File: src/rtl/pipe_ctrl_pkg.sv
// Shared types and defaults for the pipeline stall/flush controller.
package pipe_ctrl_pkg;

  // Controller operating states
  typedef enum logic [1:0] {
    IDLE     = 2'd0,
    RUN      = 2'd1,
    MEM_WAIT = 2'd2,
    HALT     = 2'd3
  } state_e;

  // Default performance-counter width and memory-wait watchdog limit
  localparam int DEF_CNT_W   = 16;
  localparam int DEF_TIMEOUT = 64;

endpackage

File: src/rtl/sat_counter.sv
// Saturating up-counter: counts inc_i pulses and sticks at all-ones.
module sat_counter #(
  parameter int W = 16
) (
  input  logic         clk_i,
  input  logic         rst_i,
  input  logic         inc_i,
  input  logic         clear_i,
  output logic [W-1:0] value_o
);

  logic [W-1:0] value_q;
  logic [W-1:0] value_d;

  // Next count: clear wins, otherwise step up unless already saturated
  always_comb begin
    value_d = value_q;
    if (clear_i) begin
      value_d = '0;
    end else if (inc_i && (value_q != {W{1'b1}})) begin
      value_d = value_q + W'(1);
    end
  end

  // Count register
  always_ff @(posedge clk_i or posedge rst_i) begin
    if (rst_i) begin
      value_q <= '0;
    end else begin
      value_q <= value_d;
    end
  end

  assign value_o = value_q;

endmodule

File: src/rtl/pipe_stall_ctrl.sv
// Central pipeline control: stage enables, IF/ID flush, ID/EX bubble,
// back-end freeze during data-memory waits, a wait watchdog and
// saturating event counters.
module pipe_stall_ctrl
  import pipe_ctrl_pkg::*;
#(
  parameter int CNT_W   = DEF_CNT_W,
  parameter int TIMEOUT = DEF_TIMEOUT
) (
  input  logic             clk_i,
  input  logic             rst_i,
  input  logic             start_i,
  input  logic             hazard_stall_i,
  input  logic             branch_taken_i,
  input  logic             dmem_req_i,
  input  logic             dmem_ready_i,
  output logic             pc_write_o,
  output logic             ifid_write_o,
  output logic             ifid_flush_o,
  output logic             idex_bubble_o,
  output logic             back_freeze_o,
  output logic             halt_o,
  output logic [CNT_W-1:0] stall_cnt_o,
  output logic [CNT_W-1:0] flush_cnt_o,
  output logic [CNT_W-1:0] wait_cnt_o
);

  // Timer only has to reach TIMEOUT-1; keep at least one bit for TIMEOUT=1
  localparam int          TMR_W    = (TIMEOUT > 1) ? $clog2(TIMEOUT) : 1;
  localparam logic [TMR_W-1:0] TMR_LAST = TMR_W'(TIMEOUT - 1);

  state_e           state_q, state_d;
  logic [TMR_W-1:0] timer_q, timer_d;
  logic             halt_q, halt_d;

  logic mw;
  logic active;

  assign mw     = dmem_req_i & ~dmem_ready_i;
  assign active = (state_q == RUN) || (state_q == MEM_WAIT);

  // Control outputs: memory wait beats load-use stall beats taken branch
  always_comb begin
    pc_write_o    = 1'b0;
    ifid_write_o  = 1'b0;
    ifid_flush_o  = 1'b0;
    idex_bubble_o = 1'b0;
    back_freeze_o = 1'b1;
    if (active) begin
      if (mw) begin
        back_freeze_o = 1'b1;
      end else if (hazard_stall_i) begin
        idex_bubble_o = 1'b1;
        back_freeze_o = 1'b0;
      end else if (branch_taken_i) begin
        pc_write_o    = 1'b1;
        ifid_write_o  = 1'b1;
        ifid_flush_o  = 1'b1;
        back_freeze_o = 1'b0;
      end else begin
        pc_write_o    = 1'b1;
        ifid_write_o  = 1'b1;
        back_freeze_o = 1'b0;
      end
    end
  end

  // Next state and watchdog timer; the timer restarts whenever RUN is entered
  always_comb begin
    state_d = state_q;
    timer_d = timer_q;
    unique case (state_q)
      IDLE: begin
        if (start_i) begin
          state_d = RUN;
          timer_d = '0;
        end
      end
      RUN: begin
        if (mw) begin
          state_d = MEM_WAIT;
        end
      end
      MEM_WAIT: begin
        if (!mw) begin
          state_d = RUN;
          timer_d = '0;
        end else if (timer_q == TMR_LAST) begin
          state_d = HALT;
        end else begin
          timer_d = timer_q + TMR_W'(1);
        end
      end
      HALT: begin
        state_d = HALT;
      end
      default: begin
        state_d = IDLE;
        timer_d = '0;
      end
    endcase
    halt_d = (state_d == HALT);
  end

  // State, timer and registered halt flag
  always_ff @(posedge clk_i or posedge rst_i) begin
    if (rst_i) begin
      state_q <= IDLE;
      timer_q <= '0;
      halt_q  <= 1'b0;
    end else begin
      state_q <= state_d;
      timer_q <= timer_d;
      halt_q  <= halt_d;
    end
  end

  assign halt_o = halt_q;

  sat_counter #(.W(CNT_W)) u_stall_cnt (
    .clk_i   (clk_i),
    .rst_i   (rst_i),
    .inc_i   (idex_bubble_o),
    .clear_i (1'b0),
    .value_o (stall_cnt_o)
  );

  sat_counter #(.W(CNT_W)) u_flush_cnt (
    .clk_i   (clk_i),
    .rst_i   (rst_i),
    .inc_i   (ifid_flush_o),
    .clear_i (1'b0),
    .value_o (flush_cnt_o)
  );

  sat_counter #(.W(CNT_W)) u_wait_cnt (
    .clk_i   (clk_i),
    .rst_i   (rst_i),
    .inc_i   (active & mw),
    .clear_i (1'b0),
    .value_o (wait_cnt_o)
  );

endmodule

File: config.mk
export PLATFORM = sky130hd
export DESIGN_NAME = pipe_stall_ctrl
export DESIGN_NICKNAME = d
export VERILOG_FILES = /design/src/rtl/pipe_ctrl_pkg.sv /design/src/rtl/sat_counter.sv /design/src/rtl/pipe_stall_ctrl.sv
export SDC_FILE = /design/constraint.sdc
export NUM_CORES = 1
export LEC_CHECK = 0
export ABC_AREA = 1
export BUFFER_PORTS_ARGS = -buffer_cell sky130_fd_sc_hd__buf_4
export CAP_MARGIN = 20
export CORE_MARGIN = 2
export CORE_UTILIZATION = 30
export CTS_CLUSTER_DIAMETER = 60
export DETAILED_ROUTE_END_ITERATION = 10
export PLACE_DENSITY = 0.47
export SETUP_SLACK_MARGIN = 0.05
export SLEW_MARGIN = 0
export SYNTH_ARGS = -nofsm -noshare
export SYNTH_HDL_FRONTEND = slang
export SYNTH_SLANG_ARGS = --single-unit
export TNS_END_PERCENT = 5
File: constraint.sdc
create_clock -name clk_i -period 2.2 [get_ports clk_i]
set_clock_uncertainty 0.05 [all_clocks]
set_input_delay 0.66 -clock clk_i [delete_from_list [all_inputs] [get_ports clk_i]]
set_output_delay 0.66 -clock clk_i [all_outputs]
set_load 0.05 [all_outputs]
==> metrics, run 1 <==
vias in the first global route 2919; period utilization a little over nine tenths; 1st-iter DRT viols ~110; maximum vdd ir drop about 0.61 mV; Final HPWL DP roughly 6100 microns; top-count cell post-synth nand2_1; # clock sinks 57; worst hold slack around 0.34 ns; antenna diode count 0; IO Port Bufs 60; first-pass iteration count of the detailed router 6; Synthesis Warnings 0; CP Class register to output pin; cell leakage power 2.23 nW; simple-gate area share of the yosys netlist roughly 37%; worst reg2reg setup slack approximately 0.47 ns; max cap viols 0; footprint of the multi-input gates around 0.0019 sq mm; Routed Antenna Nets 0; area added between synthesis and finish 29.6%; share of cells above drive strength 1 18.8%; register area between 0.001 and 0.0015 sq mm; largest family of logic cells by synthesized area simple AND/OR/NAND/NOR gates; Crit. path cell count 7; CP Launch Type register; H-tree levels 3; Post-Synth Adder-Cell Area 2.87%; Max stage delay on crit path 0.36 ns; DR DRC count 0; number of distinct library cells after synthesis 26; FF-to-FF path depth 11; Row Count 39; io pins between 60 and 70; Syn Nets between 500 and 600; critical path endpoint category output pin; core area ~0.011 sq mm; RR Endpoint u_flush_cnt.value_o[8]$_DFFE_PP0P_; area post-placement about 0.0042 sq mm; final setup fails 0; GRT overflow 0; Compound-Gate Fraction of Synth Area approximately 3.5%; # nets final just under 600; register bit count reported by yosys 57; CP required about 1.5 ns; Vias 3200; Fin. Hold Viols 0; GRT Util Overall about 14%; CTS tree yes; Worst-Margin Slew a little over 0.4 ns; GPL Wtd Cong 0.829; first-pass GRT wire length about 14000 microns; Post-Syn Instances 489; Power Density ~1000 mW/mm^2; Die Wd between 100 and 150 microns; Peak Freq between 400 and 500 MHz; FF-to-FF Start state_q[1]$_DFF_PP0_; top cells by area, synth dfrtp_1 41%, nand2_1 23%, xnor2_1 7.0%, nor2_1 5.5%, inv_1 4.4%; Starting Density a little under a third; initial antenna violation count 0; Util after Layout about two fifths; worst-path cell chain inv_2 > ha_4 > nand2_8 > nor2_4 > nand2_2 > clkinv_4 > buf_8; Hold Crit Class input port to asynchronous set/reset pin; cell taking the most area after synthesis dfrtp_1; number of flops mapped to enable cells by yosys 0; fin area 0.00452 sq mm; via-per-instance ratio roughly 4.5; outcome complete, no violations; minimum clock period between 2 and 2.5 ns; largest net degree at the start of global routing 58; Clock Latency Late Sink approximately 0.32 ns; CTS buffer count 9; Top Family by Delay on Critical Path flip-flops; Post-Synth XOR/XNOR Area around 8.8%; Routed wire per std cell ~12 microns; top_reg_cell synth dfrtp_1; # fillers approximately 1200; critical path arrival 1.44 ns; Slowest cell on crit path dfrtp_1; mapped cell area ~0.0035 sq mm; CP startpoint state_q[1]$_DFF_PP0_; Critical Path End ifid_flush_o; Avg Synthesized Cell Area slightly above 7 sq um; die height approximately 110 microns; final wirelength ~8600 microns; Async SR Flop Fraction between 90% and 100%; Worst Path Buf+Inv 3; Synth top area share 40.9%; RSZ-0062 raised after global routing true; post-synthesis mux area share 0%; Pins Over Slew Limit 0; synth cell count leaders 214 x nand2_1, 57 x dfrtp_1, 51 x nor2_1; maximum clock path buffer count 2; total power between 0.004 and 0.005 W; die area around 0.013 sq mm; hold buffers post-CTS 0; sequential area share after synthesis 40.9%; Reg clk slew, reported paths approximately 0.050 ns; headroom to the max-slew limit 72.3%; clk root buf clkbuf_16; CP Max Fanout 3
-- area by class of cell --
cell class	instances	share of cell area (%)
Multi-Input combinational cell	380	41.4
Timing Repair Buffer	73	12.9
Tap cell	143	3.96
Clock inverter	3	0.332
Inverter	44	4.10
Clock buffer	13	5.76
Sequential cell	57	31.6
-- kinds of logic (layout without fill, tap and decap cells) --
| family | count (synthesis) | in the layout |
|---|---|---|
| simple gates | 314 | 314 |
| flops | 57 | 57 |
| buf+inv | 52 | 133 |
| xor+xnor | 35 | 35 |
| compound gates | 23 | 23 |
| fa+ha+maj | 8 | 8 |
-- metal layers --
metal | wire [microns] | up-vias | track usage [%]
li1 | - | 1670 | -
met1 | 4040 | 1472 | 19.3
met2 | 4090 | 54 | 22.2
met3 | 370 | 4 | 4.79
met4 | 68 | 0 | 4.12
met5 | 0 | - | 0
-- worst min path at each step --
stage | start | end | slack [ns] | cells past startpoint
final | rst_i | u_flush_cnt.value_o[11]$_DFFE_PP0P_ | 0.34 | 3
after global routing | rst_i | u_flush_cnt.value_o[10]$_DFFE_PP0P_ | 0.37 | 3
after CTS | rst_i | u_flush_cnt.value_o[11]$_DFFE_PP0P_ | 0.36 | 3
after detailed placement | u_flush_cnt.value_o[15]$_DFFE_PP0P_ | u_flush_cnt.value_o[15]$_DFFE_PP0P_ | 0.47 | 2
after global placement | u_flush_cnt.value_o[15]$_DFFE_PP0P_ | u_flush_cnt.value_o[15]$_DFFE_PP0P_ | 0.47 | 2
after floorplan | timer_q[5]$_DFFE_PP0P_ | timer_q[5]$_DFFE_PP0P_ | 0.45 | 2
-- worst register-to-register path, stage by stage (launching register included) --
cell      delay, ns
dfrtp_1        0.36
inv_2          0.06
ha_4           0.29
nand2_8        0.05
nor2_4         0.10
nand2_2        0.07
clkinv_4       0.05
buf_4          0.09
o21ai_2        0.05
inv_1          0.32
nand2_1        0.09
nand2_1        0.08
-- flip-flops by register name (all words and copies together) (netlist names) --
signal	count
u_flush_cnt.value_o	16
state_q	2
halt_o	1
u_stall_cnt.value_o	16
timer_q	6
u_wait_cnt.value_o	16
-- repair_timing --
action,4_1_cts,5_1_grt
pin swaps,3,0
endpoints found under the setup margin,4,4
resized for setup,3,2
buffers inserted,5,0
-- stage by stage --
stage / setup slack (ns) / setup TNS, ns / cells
final: 0.0502 / 0 / 713
after global routing: -0.0338 / -0.0338 / 713
after CTS: 0.00480 / 0 / 713
after detailed placement: 0.0548 / 0 / 692
after global placement: 0.0636 / 0 / 692
after floorplan: 0.0262 / 0 / 489
-- cells in the final DEF, fill, tap and decap left out, types with 8 or more instances in the layout --
cell type  count
buf_4         69
clkbuf_16      9
dfrtp_1       57
inv_1         37
nand2_1      213
nand3_1       27
nand4_1        8
nor2_1        50
o21ai_0       17
xnor2_1       28
-- power breakdown --
group / leakage [nW] / internal [W] / total [W] / switching, W
Combinational: 1.32 / 0.000651 / 0.00186 / 0.00121
Clock: 0.139 / 0.000817 / 0.00129 / 0.000472
Sequential: 0.775 / 0.00120 / 0.00143 / 0.000223
Total: 2.23 / 0.00267 / 0.00458 / 0.00191
Note: power is estimated with default switching activity, not from simulation.
==> inputs of run 2 (changes only) <==
- BUFFER_PORTS_ARGS: -buffer_cell sky130_fd_sc_hd__buf_4 -> unset
- DONT_BUFFER_PORTS: unset -> 1
- PLACE_DENSITY: 0.47 -> 0.42
==> run 2 against run 1 <==
  * Design area decreased by 1.2%
  * Fmax decreased by 1.6%
  * First-iteration DRC count increased by 29%
  * Highest routed layer unchanged
  * Clock power increased by 12%
  * Combinational power increased by 3%
  * Critical endpoint is now pc_write_o
  * Core utilization decreased by 0.48 points
==> metrics, run 2 (synthesis results as in run 1) <==
critical path endpoint category output pin; RR Endpoint timer_q[0]$_DFFE_PP0P_; critical path arrival 1.48 ns; share of cells above drive strength 1 approximately 17%; first-pass iteration count of the detailed router 5; Pins Over Slew Limit 0; setup slack at placement roughly 0.18 ns; most frequent cells in the layout 213 x nand2_1, 57 x dfrtp_1, 57 x buf_4; Vias approximately 3200; via-per-instance ratio about 4.5; worst-path cell chain inv_2 > ha_4 > nand2_8 > nor2_4 > buf_12; Reg clk slew, reported paths about 0.05 ns; worst reg2reg setup slack roughly 0.34 ns; io pins between 60 and 70; Starting Density a little under a third; headroom to the max-slew limit about three fifths; H-tree levels 3; CTS buffer count 9; Row Count 39; final setup fails 0; largest net degree at the start of global routing 58; vias in the first global route between 3000 and 4000; Global Route met2 Usage 23.5%; 1st-iter DRT viols between 100 and 150; CP Launch Type register; FF-to-FF Start state_q[1]$_DFF_PP0_; # nets final 567; final wirelength 8820 microns; Peak Freq approximately 460 MHz; IO Port Bufs 0; Hold Crit Class input port to asynchronous set/reset pin; Clock Latency Late Sink between 0.3 and 0.4 ns; CP required around 1.5 ns; setup_tns 0 ns; M1 GR Usage 18.5%; Power Density 1060 mW/mm^2; Util after Layout 39.3%; grt peak-use layer met2; cell leakage power between 2 and 2.5 nW; max cap viols 0; core area roughly 0.011 sq mm; CTS tree yes; antenna diode count 0; outcome complete, no violations; GRT Util Overall around 15%; maximum clock path buffer count 2; Slowest cell on crit path dfrtp_1; period utilization 99.3%; total power around 0.0047 W; RSZ-0062 raised after global routing true; # fillers roughly 1200; Fin. Hold Viols 0; CP Class register to output pin; GRT overflow 0; met3 global-route usage around 5.0%; initial antenna violation count 0; Post-Layout Cell Count 700; FF-to-FF path depth 10; CP Max Fanout 3; Die Wd ~110 microns; die height 112 microns; GPL Wtd Cong 0.781; # clock sinks 57; cell count after placement between 600 and 700; first-pass GRT wire length roughly 15000 microns; Max stage delay on crit path between 0.3 and 0.4 ns; maximum vdd ir drop roughly 0.8 mV; area added between synthesis and finish 28.0%; Worst-Margin Slew between 0.6 and 0.7 ns; Routed wire per std cell ~13 microns; die area between 0.01 and 0.015 sq mm; Routed Antenna Nets 0; DR DRC count 0; final setup margin 0.0149 ns; CP startpoint state_q[1]$_DFF_PP0_; clk root buf clkbuf_16; minimum clock period approximately 2.2 ns; most common cell after layout, fill and taps aside nand2_1; Final HPWL DP approximately 6300 microns
run 2: changes by cell type in the layout (fill, tap and decap cells not counted), sizes merged:
cell and change:
buf -13, clkinv -2, bufinv +1, clkbuf +1
run 2: layout make-up:
cell class	count	area (sq um)	area share [%]
multi-input combinational	380	1870	42.0
timing repair buffer	60	483	10.8
sequential	57	1430	32.0
inverter	44	193	4.32
tap	143	179	4.01
clock buffer	14	274	6.14
clock inverter	2	35.0	0.785
run 2: worst max path at each step:
stage / to / slack, ns
2_1_floorplan: ifid_flush_o / 0.03
3_3_place_gp: ifid_write_o / 0.25
3_5_place_dp: pc_write_o / 0.18
4_1_cts: ifid_flush_o / 0.006
5_1_grt: pc_write_o / -0.05
6_report: pc_write_o / 0.01
run 2: metrics by stage:
step	hold WS [ns]	cell area, sq um
2_1_floorplan	0.446	3560
3_3_place_gp	0.481	4090
3_5_place_dp	0.484	4090
4_1_cts	0.230	4440
5_1_grt	0.248	4460
6_report	0.232	4460
run 2: worst max-delay path, delay by kind of cell (launching register included):
kind	cells	cell delay, ns
flip-flops	1	0.37
adder cells (fa/ha/maj)	1	0.30
buffers and inverters	2	0.26
AND/OR/NAND/NOR	2	0.22
run 2: what timing repair did:
item	4_1_cts	5_1_grt
gates resized for setup	6	4
pin swaps	3	2
cloned	0	0
hold buffers	0	0
setup endpoints to repair	4	4
buffers inserted	3	2
run 2: where the power goes:
group          internal, W  leakage [nW]  switching [W]  total, W
sequential         0.00120         0.775       0.000145   0.00135
combinational     0.000623          1.26        0.00129   0.00191
clock             0.000967         0.153       0.000481   0.00145
total              0.00279          2.19        0.00192   0.00471
run 2: layer usage:
layer | part of all wire [%] | wire length [microns]
met3 | 6.4 | 564
met1 | 45 | 4000
met5 | 0 | 0
met2 | 46 | 4050
met4 | 2.3 | 203
